## src/rtl/noc_flit_packetizer_pkg.sv

```systemverilog
// Shared NoC types for the injection-side packetizer: flit format, head fields,
// message request record and the FSM state encoding.
package noc_flit_packetizer_pkg;

  localparam int DEST_ADDR_SIZE_X  = 4;
  localparam int DEST_ADDR_SIZE_Y  = 4;
  localparam int DEST_ADDR_SIZE_L  = 3;
  localparam int HEAD_PAYLOAD_SIZE = 21;
  localparam int FLIT_DATA_SIZE    = DEST_ADDR_SIZE_X + DEST_ADDR_SIZE_Y +
                                     DEST_ADDR_SIZE_L + HEAD_PAYLOAD_SIZE;
  localparam int PKT_LEN_W         = 5;

  localparam logic [DEST_ADDR_SIZE_L-1:0] L_DEST_MAX = DEST_ADDR_SIZE_L'(4);

  typedef enum logic [1:0] {
    HEAD     = 2'd0,
    BODY     = 2'd1,
    TAIL     = 2'd2,
    HEADTAIL = 2'd3
  } flit_label_t;

  typedef struct packed {
    logic [DEST_ADDR_SIZE_X-1:0]  x_dest;
    logic [DEST_ADDR_SIZE_Y-1:0]  y_dest;
    logic [DEST_ADDR_SIZE_L-1:0]  l_dest;
    logic [HEAD_PAYLOAD_SIZE-1:0] head_pl;
  } head_data_t;

  typedef union packed {
    head_data_t                head;
    logic [FLIT_DATA_SIZE-1:0] bt_pl;
  } flit_data_t;

  typedef struct packed {
    flit_label_t flit_label;
    flit_data_t  data;
  } flit_t;

  typedef struct packed {
    logic [DEST_ADDR_SIZE_X-1:0]  x_dest;
    logic [DEST_ADDR_SIZE_Y-1:0]  y_dest;
    logic [DEST_ADDR_SIZE_L-1:0]  l_dest;
    logic [HEAD_PAYLOAD_SIZE-1:0] head_pl;
    logic [PKT_LEN_W-1:0]         len;
  } pkt_req_t;

  typedef enum logic {
    IDLE    = 1'b0,
    PAYLOAD = 1'b1
  } pkt_state_t;

  function automatic logic is_last(input flit_label_t label);
    return (label == TAIL) || (label == HEADTAIL);
  endfunction

endpackage

```

## src/rtl/noc_flit_packetizer_if.sv

```systemverilog
// Request, payload and flit handshakes between host master, packetizer and router.
interface noc_flit_packetizer_if
  import noc_flit_packetizer_pkg::*;
#(
  parameter int LEN_W = 5
);
  logic                         req_valid;
  logic                         req_ready;
  logic [DEST_ADDR_SIZE_X-1:0]  req_x_dest;
  logic [DEST_ADDR_SIZE_Y-1:0]  req_y_dest;
  logic [DEST_ADDR_SIZE_L-1:0]  req_l_dest;
  logic [HEAD_PAYLOAD_SIZE-1:0] req_head_pl;
  logic [LEN_W-1:0]             req_len;
  logic                         pl_valid;
  logic                         pl_ready;
  logic [FLIT_DATA_SIZE-1:0]    pl_data;
  logic                         flit_valid;
  logic                         flit_ready;
  flit_t                        flit_o;

  modport master (
    output req_valid, req_x_dest, req_y_dest, req_l_dest, req_head_pl, req_len,
    output pl_valid, pl_data, flit_ready,
    input  req_ready, pl_ready, flit_valid, flit_o
  );

  modport slave (
    input  req_valid, req_x_dest, req_y_dest, req_l_dest, req_head_pl, req_len,
    input  pl_valid, pl_data, flit_ready,
    output req_ready, pl_ready, flit_valid, flit_o
  );
endinterface

```

## src/rtl/noc_flit_out_reg.sv

```systemverilog
// Single-entry valid/ready flit register; a load may coincide with the
// downstream handshake so back-to-back flits leave without a bubble.
module noc_flit_out_reg
  import noc_flit_packetizer_pkg::*;
(
  input  logic  clk,
  input  logic  rst_n,
  input  logic  load,
  input  flit_t load_flit,
  input  logic  out_ready,
  output logic  out_valid,
  output flit_t out_flit,
  output logic  free
);
  logic  valid_q, valid_d;
  flit_t flit_q, flit_d;

  assign free      = !valid_q || out_ready;
  assign out_valid = valid_q;
  assign out_flit  = flit_q;

  always_comb begin
    valid_d = valid_q;
    flit_d  = flit_q;
    if (load) begin
      valid_d = 1'b1;
      flit_d  = load_flit;
    end else if (out_ready) begin
      valid_d = 1'b0;
    end
  end

  always_ff @(posedge clk or negedge rst_n) begin
    if (!rst_n) begin
      valid_q <= 1'b0;
      flit_q  <= '0;
    end else begin
      valid_q <= valid_d;
      flit_q  <= flit_d;
    end
  end
endmodule

```

## src/rtl/noc_flit_packetizer.sv

```systemverilog
// Turns a message request plus payload words into a HEAD/BODY/TAIL (or single
// HEADTAIL) flit stream for a router local input port.
module noc_flit_packetizer
  import noc_flit_packetizer_pkg::*;
#(
  parameter int MAX_BEATS = 16,
  parameter int LEN_W     = $clog2(MAX_BEATS + 1),
  parameter int CNT_W     = 16
)(
  input  logic                 clk,
  input  logic                 rst_n,
  noc_flit_packetizer_if.slave bus,
  output logic                 busy,
  output logic                 err,
  output logic [CNT_W-1:0]     pkt_cnt
);
  localparam logic [LEN_W-1:0] MAX_LEN = LEN_W'(MAX_BEATS);

  pkt_state_t       state_q, state_d;
  logic [LEN_W-1:0] rem_q, rem_d;
  logic             err_q, err_d;
  logic [CNT_W-1:0] pkt_cnt_q, pkt_cnt_d;
  logic             free, load, req_hs, pl_hs, out_hs, req_bad;
  flit_t            load_flit;

  // Readies are gated by rst_n so nothing is accepted while reset is held.
  assign bus.req_ready = rst_n && free && (state_q == IDLE);
  assign bus.pl_ready  = rst_n && free && (state_q == PAYLOAD);

  assign req_hs  = bus.req_valid && bus.req_ready;
  assign pl_hs   = bus.pl_valid && bus.pl_ready;
  assign out_hs  = bus.flit_valid && bus.flit_ready;
  assign req_bad = (bus.req_len > MAX_LEN) || (bus.req_l_dest > L_DEST_MAX);

  always_comb begin
    state_d   = state_q;
    rem_d     = rem_q;
    load      = 1'b0;
    load_flit = '0;
    unique case (state_q)
      IDLE: begin
        if (req_hs) begin
          load                   = 1'b1;
          load_flit.data.head    = '{x_dest:  bus.req_x_dest,
                                     y_dest:  bus.req_y_dest,
                                     l_dest:  bus.req_l_dest,
                                     head_pl: bus.req_head_pl};
          if (bus.req_len == '0) begin
            load_flit.flit_label = HEADTAIL;
          end else begin
            load_flit.flit_label = HEAD;
            rem_d                = (bus.req_len > MAX_LEN) ? MAX_LEN : bus.req_len;
            state_d              = PAYLOAD;
          end
        end
      end
      PAYLOAD: begin
        if (pl_hs) begin
          load                 = 1'b1;
          load_flit.data.bt_pl = bus.pl_data;
          rem_d                = rem_q - 1'b1;
          if (rem_q == LEN_W'(1)) begin
            load_flit.flit_label = TAIL;
            state_d              = IDLE;
          end else begin
            load_flit.flit_label = BODY;
          end
        end
      end
      default: state_d = IDLE;
    endcase
  end

  always_comb begin
    err_d     = err_q || (req_hs && req_bad);
    pkt_cnt_d = pkt_cnt_q;
    if (out_hs && is_last(bus.flit_o.flit_label)) begin
      pkt_cnt_d = pkt_cnt_q + CNT_W'(1);
    end
  end

  always_ff @(posedge clk or negedge rst_n) begin
    if (!rst_n) begin
      state_q   <= IDLE;
      rem_q     <= '0;
      err_q     <= 1'b0;
      pkt_cnt_q <= '0;
    end else begin
      state_q   <= state_d;
      rem_q     <= rem_d;
      err_q     <= err_d;
      pkt_cnt_q <= pkt_cnt_d;
    end
  end

  noc_flit_out_reg u_out_reg (
    .clk       (clk),
    .rst_n     (rst_n),
    .load      (load),
    .load_flit (load_flit),
    .out_ready (bus.flit_ready),
    .out_valid (bus.flit_valid),
    .out_flit  (bus.flit_o),
    .free      (free)
  );

  assign busy    = (state_q == PAYLOAD) || bus.flit_valid;
  assign err     = err_q;
  assign pkt_cnt = pkt_cnt_q;
endmodule
```

## src/flat_wrapper.sv

```systemverilog
// flat-port wrapper written by rule: the top's interface ports become plain ports
module noc_flit_packetizer_flat import noc_flit_packetizer_pkg::*;
#(
  parameter int MAX_BEATS = 16,
  parameter int LEN_W     = $clog2(MAX_BEATS + 1),
  parameter int CNT_W     = 16
)
  (clk, rst_n, busy, err, pkt_cnt, bus_req_valid, bus_req_x_dest, bus_req_y_dest, bus_req_l_dest, bus_req_head_pl, bus_req_len, bus_pl_valid, bus_pl_data, bus_flit_ready, bus_req_ready, bus_pl_ready, bus_flit_valid, bus_flit_o);
  noc_flit_packetizer_if #(.LEN_W(LEN_W)) bus_i ();
  input  logic clk;
  input  logic rst_n;
  output logic busy;
  output logic err;
  output logic [CNT_W-1:0] pkt_cnt;
  input wire logic [$bits(bus_i.req_valid)-1:0] bus_req_valid;
  input wire logic [$bits(bus_i.req_x_dest)-1:0] bus_req_x_dest;
  input wire logic [$bits(bus_i.req_y_dest)-1:0] bus_req_y_dest;
  input wire logic [$bits(bus_i.req_l_dest)-1:0] bus_req_l_dest;
  input wire logic [$bits(bus_i.req_head_pl)-1:0] bus_req_head_pl;
  input wire logic [$bits(bus_i.req_len)-1:0] bus_req_len;
  input wire logic [$bits(bus_i.pl_valid)-1:0] bus_pl_valid;
  input wire logic [$bits(bus_i.pl_data)-1:0] bus_pl_data;
  input wire logic [$bits(bus_i.flit_ready)-1:0] bus_flit_ready;
  output wire logic [$bits(bus_i.req_ready)-1:0] bus_req_ready;
  output wire logic [$bits(bus_i.pl_ready)-1:0] bus_pl_ready;
  output wire logic [$bits(bus_i.flit_valid)-1:0] bus_flit_valid;
  output wire logic [$bits(bus_i.flit_o)-1:0] bus_flit_o;
  assign bus_i.req_valid = bus_req_valid;
  assign bus_i.req_x_dest = bus_req_x_dest;
  assign bus_i.req_y_dest = bus_req_y_dest;
  assign bus_i.req_l_dest = bus_req_l_dest;
  assign bus_i.req_head_pl = bus_req_head_pl;
  assign bus_i.req_len = bus_req_len;
  assign bus_i.pl_valid = bus_pl_valid;
  assign bus_i.pl_data = bus_pl_data;
  assign bus_i.flit_ready = bus_flit_ready;
  assign bus_req_ready = bus_i.req_ready;
  assign bus_pl_ready = bus_i.pl_ready;
  assign bus_flit_valid = bus_i.flit_valid;
  assign bus_flit_o = bus_i.flit_o;
  noc_flit_packetizer #(.MAX_BEATS(MAX_BEATS), .LEN_W(LEN_W), .CNT_W(CNT_W)) u_core (.clk(clk), .rst_n(rst_n), .bus(bus_i), .busy(busy), .err(err), .pkt_cnt(pkt_cnt));
endmodule
```

## config.mk

```make
export PLATFORM = sky130hd
export DESIGN_NAME = noc_flit_packetizer_flat
export DESIGN_NICKNAME = d
export VERILOG_FILES = /design/src/rtl/noc_flit_packetizer_pkg.sv /design/src/rtl/noc_flit_packetizer_if.sv /design/src/rtl/noc_flit_out_reg.sv /design/src/rtl/noc_flit_packetizer.sv /design/src/flat_wrapper.sv
export SDC_FILE = /design/constraint.sdc
export NUM_CORES = 1
export LEC_CHECK = 0
export CORE_MARGIN = 5
export CORE_UTILIZATION = 44
export CTS_BUF_LIST = sky130_fd_sc_hd__clkbuf_8
export DETAILED_ROUTE_END_ITERATION = 16
export PLACE_DENSITY = 0.87
export REMOVE_ABC_BUFFERS = 1
export SYNTH_ARGS = -nofsm -noshare
export SYNTH_HDL_FRONTEND = slang
export SYNTH_HIERARCHICAL = 1
export SYNTH_SLANG_ARGS = --single-unit
```

## constraint.sdc

```tcl
create_clock -name clk -period 2.55 [get_ports clk]
set_input_delay 0.3825 -clock clk [delete_from_list [all_inputs] [get_ports clk]]
set_output_delay 0.3825 -clock clk [all_outputs]
set_load 0.05 [all_outputs]
```

==> results of run 1 <==
[through the flow]
| step | std cells | utilization [%] | worst slack, ps | hold slack, ps | area, um^2 |
|---|---|---|---|---|---|
| finish | 457 | 68.1 | 317 | 446 | 4550 |
| floorplan | 226 | - | -1010 | 86.9 | 2870 |
| global route | 457 | 68.1 | 252 | 474 | 4550 |
| detailed placement | 440 | 65.1 | 211 | 247 | 4350 |
| global placement | 440 | 65.1 | 254 | 241 | 4350 |
| CTS | 457 | 68.1 | 304 | 432 | 4550 |
[state kept, by name, summed over array words and instances, names as in the netlist]
name / count
u_core/u_out_reg/out_flit: 34
u_core/state_q: 1
u_core/rem_q: 5
u_core/pkt_cnt: 16
u_core/err: 1
u_core/u_out_reg/out_valid: 1
[final cells by class]
type	count	area (um^2)	area share [%]
sequential	58	1450	31.9
tap	80	100	2.20
timing repair buffer	135	1390	30.5
multi-input combinational	161	1390	30.5
inverter	7	26.3	0.577
clock buffer	10	138	3.02
clock inverter	6	57.6	1.26
[logic make-up (layout without fill, tap and decap cells)]
family | count (synthesis) | after routing | synth area share [%]
AO/OA/AOI/OAI | 50 | 50 | 13.8
XOR/XNOR | 15 | 15 | 4.41
adder cells (fa/ha/maj) | 3 | 3 | 1.26
buffers and inverters | 21 | 158 | 4.74
flip-flops | 58 | 58 | 48.7
multiplexers | 35 | 35 | 16.9
AND/OR/NAND/NOR | 58 | 58 | 10.2
[timing repair]
item,4_1_cts,5_1_grt
buffers inserted,0,0
hold buffers,1,0
endpoints found under the hold margin,5,0
[power by group through the flow]
stage,Combinational [mW],Clock (mW),Sequential [mW]
2_1_floorplan,0.757,0,2.06
3_3_place_gp,2.23,0,1.35
3_5_place_dp,2.28,0,1.36
4_1_cts,2.28,0.845,1.35
5_1_grt,2.37,0.888,1.39
6_report,2.27,0.825,1.35
[Yosys cell counts, types with 2 or more instances]
library cell,count
sky130_fd_sc_hd__a21oi_1,2
sky130_fd_sc_hd__a22o_1,32
sky130_fd_sc_hd__buf_1,4
sky130_fd_sc_hd__buf_12,3
sky130_fd_sc_hd__buf_2,2
sky130_fd_sc_hd__clkbuf_1,3
sky130_fd_sc_hd__dfrtp_1,58
sky130_fd_sc_hd__ha_1,3
sky130_fd_sc_hd__inv_1,7
sky130_fd_sc_hd__mux2_2,6
sky130_fd_sc_hd__mux2_4,29
sky130_fd_sc_hd__nand2_1,15
sky130_fd_sc_hd__nand2b_1,4
sky130_fd_sc_hd__nand3_1,9
sky130_fd_sc_hd__nand4_1,4
sky130_fd_sc_hd__nor2_1,10
sky130_fd_sc_hd__nor3_1,5
sky130_fd_sc_hd__nor3b_1,2
sky130_fd_sc_hd__nor4b_1,2
sky130_fd_sc_hd__o21ai_0,4
sky130_fd_sc_hd__xnor2_1,12
sky130_fd_sc_hd__xor2_1,3
[worst max path at each step]
| stage | startpoint | end | depth (start not counted) |
|---|---|---|---|
| floorplan | u_core/u_out_reg/out_valid | u_core/u_out_reg/out_flit[29] | 4 |
| global placement | bus_flit_ready | u_core/u_out_reg/out_flit[29] | 6 |
| detailed placement | bus_flit_ready | u_core/u_out_reg/out_flit[30] | 6 |
| CTS | u_core/state_q | busy | 2 |
| global route | u_core/state_q | busy | 2 |
| finish | u_core/state_q | busy | 2 |
[layer usage]
| layer | up-vias | wire length [um] |
|---|---|---|
| li1 | 1141 | - |
| met2 | 88 | 3840 |
| met3 | 7 | 548 |
| met5 | - | 0 |
| met4 | 0 | 61 |
| met1 | 1176 | 3170 |
==> out/results.md, run 1 <==
- 58 — Clock Sinks
- 0 — number of instances resized during post-cts repair
- 35 — largest net degree at the start of global routing
- 16.7 um — per-cell routed wire length
- 320 ps — source-to-sink clock delay at the later pin of the worst-skew pair
- 0.676 mV — maximum VDD drop
- 2412 — via count
- flip-flop — startpoint type of the worst setup path
- 529 — number of filler cells placed in the layout
- 1 — combined buffer and inverter count along the critical path
- no — setup repair after global routing missed its margin
- 0 — overflow left after global routing
- 2980 um^2 — post-synthesis instance area
- 48.7% — fraction of synthesized cell area taken by the top area cell type
- 5.79 mm — HPWL after DPL
- 60 ps — register clock-pin slew on the reported worst setup and hold paths
- met2 — peak-usage layer in the global routing report
- 720 ps — reg-to-reg slack, setup
- 0 — number of remaining DRC errors
- 51.1% — proportion of power drawn by combinational gates
- u_core/u_out_reg/out_valid — Crit Reg-Reg Startpoint
- sky130_fd_sc_hd__dfrtp_1 — commonest register cell after synthesis
- sky130_fd_sc_hd__clkdlybuf4s50_1 — most common cell after layout, fill and taps aside
- 2436 — via count of the first global-routing pass
- 44.6% — starting density of the core
- 129 — number of placed I/O pins
- 0 — remaining antenna violation count
- 18.6% — power share of the clock group
- 0 — Maximum Capacitance Violations
- 5.28 — via-per-instance ratio
- 51 — DR iter-0 viols
- 43 — number of distinct library cell variants in the gate-level netlist after synthesis
- 700 ps — worst stage delay on the critical path
- reg2out — class of the most critical setup path
- buffers and inverters — delay-heaviest family, CP
- 2.62 mW — internal power summed over all cells
- 1850 ps — WP data arrival
- 2230 ps — minimum period implied by the final worst setup slack
- 30.4% — sequential share of power
- 2170 ps — critical path data required time
- done — TritonCTS clock tree
- 12.4 um^2 — average size of a mapped cell
- 0 — Final setup viols
- 9 — clock buffers created by TritonCTS
- or2_2, clkdlybuf4s50_1 — worst-path cell chain
- sky130_fd_sc_hd__clkdlybuf4s50_1 — critical-path cell with the highest stage delay
- 11 — largest driver fanout on the critical path
- 7.62 mm — wire length after detailed routing
- 538 ps — Tightest Pin Transition
- 240 — post-synthesis instance total
- 17.9% — total routing usage reported by global routing
- 0 — number of antenna violations at the first check in global routing
- u_core/u_out_reg/out_flit[31] — capture point of the worst reg-to-reg path
- 449 — Nets
- 30 — total number of placement rows
- 3 — count of H-tree levels built during CTS
- in2async — Hold Crit Class
- 0 — count of final max-slew check failures
- sky130_fd_sc_hd__clkdlybuf4s50_1, sky130_fd_sc_hd__dfrtp_1, sky130_fd_sc_hd__a22o_1 — most used cells in the layout excluding fill and tap cells
- 0 — number of failing hold endpoints at the final stage
- 17.2% — fraction of layout instances using a drive strength above 1
- 0.810 — final estimated routing congestion in global placement
- 2 — buffer depth of the longest clock path
- 5 — number of cells traversed by the worst register-to-register path
- 1.82 mW — net switching power
- 4.44 mW — post-layout power
- 64.0% — worst slew margin relative to its limit
- 92.3 um — Die X-Extent
- 48.7% — share of synthesized area occupied by flip-flops and latches
- 58 — register bit count reported by yosys
- 128 — buffers added on ports
- 52.7% — Syn-to-layout area delta
- 87.6% — fin crit share
- sky130_fd_sc_hd__dfrtp_1, sky130_fd_sc_hd__mux2_4, sky130_fd_sc_hd__a22o_1 — top post-synthesis cells by area
- primary output — Setup crit end kind
- 30.6% — met2 track demand over resource in global routing
- finished, final reports clean — outcome
- 100% — ys async rst share
- 2.00 nW — static leakage
- 8520 um^2 — die footprint
- 0 — EDFF count, synth
- 975 nW/um^2 — Pwr Density
- 4.96% — met3 usage in global routing
- sky130_fd_sc_hd__clkbuf_8 — master cell of the clock root buffer
- sky130_fd_sc_hd__dfrtp_1 — cell type contributing the most total cell area after synthesis
- 0 ps — sum of negative setup slack
- 4 — drt pass-1 iters
- 41.0% — Switching Share
- 12.1 ps — clock skew after layout
- 12.1 mm — first-pass GRT wire length
- 6 — total of warnings raised by yosys
- 92.3 um — height of the die
- 0 — Antenna Diode Count
- 6680 um^2 — Std-Cell Core Area
- 448 MHz — FMAX
- 21.9% — Global Route met1 Usage
Power figures use the tool's default switching activity.
==> run 2, diff against run 1 <==
CTS_BUF_LIST = sky130_fd_sc_hd__clkbuf_2 sky130_fd_sc_hd__clkbuf_4 sky130_fd_sc_hd__clkbuf_8   (was sky130_fd_sc_hd__clkbuf_8)
HOLD_SLACK_MARGIN = 0.15   (was not set)
==> run 2 against run 1 <==
Against the previous run:
- first-iteration DRC count shrank 2.0%
- worst setup slack about the same
- critical path depth unchanged
- worst hold slack about the same
- combinational power about the same
- register-to-register slack barely moved
- sequential power is essentially flat
- clock skew fell by 2.3 ps
- critical path type unchanged
- largest cell class unchanged
- largest power group unchanged
==> out/results.md, run 2 (synthesis results as in run 1) <==
- 720 ps — reg-to-reg slack, setup
- 1.82 mW — net switching power
- primary output — Setup crit end kind
- 5 — number of cells traversed by the worst register-to-register path
- no — setup repair after global routing missed its margin
- 64.0% — worst slew margin relative to its limit
- 92.3 um — height of the die
- 4 — drt pass-1 iters
- or2_2, clkdlybuf4s50_1 — worst-path cell chain
- 9 — clock buffers created by TritonCTS
- 0 — Antenna Diode Count
- 30.3% — sequential share of power
- 129 — number of placed I/O pins
- in2async — Hold Crit Class
- sky130_fd_sc_hd__clkbuf_8 — master cell of the clock root buffer
- 2414 — via count
- 0.676 mV — maximum VDD drop
- 449 — Nets
- 128 — buffers added on ports
- 0 — number of antenna violations at the first check in global routing
- 30 — total number of placement rows
- 2230 ps — minimum period implied by the final worst setup slack
- 2 — buffer depth of the longest clock path
- 2.63 mW — internal power summed over all cells
- 6680 um^2 — Std-Cell Core Area
- flip-flop — startpoint type of the worst setup path
- 40.9% — Switching Share
- sky130_fd_sc_hd__clkdlybuf4s50_1, sky130_fd_sc_hd__dfrtp_1, sky130_fd_sc_hd__a22o_1 — most used cells in the layout excluding fill and tap cells
- 977 nW/um^2 — Pwr Density
- 320 ps — source-to-sink clock delay at the later pin of the worst-skew pair
- 58 — Clock Sinks
- buffers and inverters — delay-heaviest family, CP
- 35 — largest net degree at the start of global routing
- 2437 — via count of the first global-routing pass
- 0 — Maximum Capacitance Violations
- sky130_fd_sc_hd__clkdlybuf4s50_1 — critical-path cell with the highest stage delay
- 50 — DR iter-0 viols
- 0 — overflow left after global routing
- 448 MHz — FMAX
- 52.9% — Syn-to-layout area delta
- 1 — hold-fix buffers at CTS
- 60 ps — register clock-pin slew on the reported worst setup and hold paths
- 34 — flip-flop count of the largest register, all copies and words added
- 8520 um^2 — die footprint
- 0 — count of final max-slew check failures
- 3 — count of H-tree levels built during CTS
- u_core/u_out_reg/out_flit[31] — capture point of the worst reg-to-reg path
- 0.810 — final estimated routing congestion in global placement
- 440 — number of placed instances, taps included
- 0 — number of instances resized during post-cts repair
- 5.79 mm — HPWL after DPL
- 44.6% — starting density of the core
- 1 — combined buffer and inverter count along the critical path
- 1850 ps — WP data arrival
- sky130_fd_sc_hd__clkdlybuf4s50_1 — most common cell after layout, fill and taps aside
- u_core/u_out_reg/out_valid — Crit Reg-Reg Startpoint
- 18.8% — power share of the clock group
- 17.5% — fraction of layout instances using a drive strength above 1
- 7.60 mm — wire length after detailed routing
- 0 — number of remaining DRC errors
- 528 — number of filler cells placed in the layout
- 87.6% — fin crit share
- 0 — Final setup viols
- 17.8% — total routing usage reported by global routing
- 538 ps — Tightest Pin Transition
- 16.6 um — per-cell routed wire length
- 11 — largest driver fanout on the critical path
- 700 ps — worst stage delay on the critical path
- 2.00 nW — static leakage
- 0 — number of failing hold endpoints at the final stage
- 2170 ps — critical path data required time
- 12.1 mm — first-pass GRT wire length
- 68.2% — fin util
- 50.9% — proportion of power drawn by combinational gates
- 92.3 um — Die X-Extent
- 0 — remaining antenna violation count
- 9.83 ps — clock skew after layout
- 457 — filler-free cell count of the finished design
- finished, final reports clean — outcome
- 0 — Post-CTS Setup Repair Bufs
- reg2out — class of the most critical setup path
- 5.28 — via-per-instance ratio
- done — TritonCTS clock tree
[run 2: how the worst max path moves through the flow]
stage	start	end	slack, ps	cells past startpoint
final	u_core/state_q	busy	320	2
after global routing	u_core/state_q	busy	250	2
after CTS	u_core/state_q	busy	300	2
after detailed placement	bus_flit_ready	u_core/u_out_reg/out_flit[30]	210	6
after global placement	bus_flit_ready	u_core/u_out_reg/out_flit[29]	250	6
after floorplan	u_core/u_out_reg/out_valid	u_core/u_out_reg/out_flit[29]	-1010	4
[run 2: power groups by stage]
stage                     Combinational, mW  Sequential [mW]  Clock (mW)
after floorplan                       0.757             2.06           0
after global placement                 2.23             1.35           0
after global routing                   2.37             1.39       0.900
after CTS                              2.28             1.35       0.860
after detailed placement               2.28             1.36           0
final                                  2.27             1.35       0.837
[run 2: through the flow]
step	power (mW)	area [um^2]	hold slack [ps]	worst slack (ps)	TNS, ps
2_1_floorplan	2.81	2870	86.9	-1010	-32910
3_3_place_gp	3.59	4350	241	254	0
3_5_place_dp	3.63	4350	247	211	0
4_1_cts	4.49	4560	432	304	0
5_1_grt	4.66	4560	474	252	0
6_report	4.45	4560	446	317	0
[run 2: layer usage]
| metal | up-vias | part of all wire (%) | routed length [um] | GRT usage [%] |
|---|---|---|---|---|
| met3 | 7 | 7.2 | 548 | 4.96 |
| met4 | 0 | 0.80 | 61 | 5.20 |
| met5 | - | 0 | 0 | 0 |
| li1 | 1141 | - | - | - |
| met2 | 88 | 51 | 3850 | 30.6 |
| met1 | 1178 | 41 | 3140 | 21.9 |
[run 2: layout make-up]
cell class              instances  area, um^2  share of cell area, %
multi-input cells             161        1390                   30.5
inverters                       7        26.3                  0.577
clock buffers                  11         145                   3.19
repair buffers                135        1390                   30.5
flip-flops and latches         58        1450                   31.9
clock inverters                 5        53.8                   1.18
well taps                      80         100                   2.20
==> run 3, diff against run 2 <==
CTS_CLUSTER_DIAMETER = 100   (was not set)
HOLD_SLACK_MARGIN = 0.03   (was 0.15)
==> results of run 3 <==
No change in the layout: final DEF, timing and power equal those of run 2.
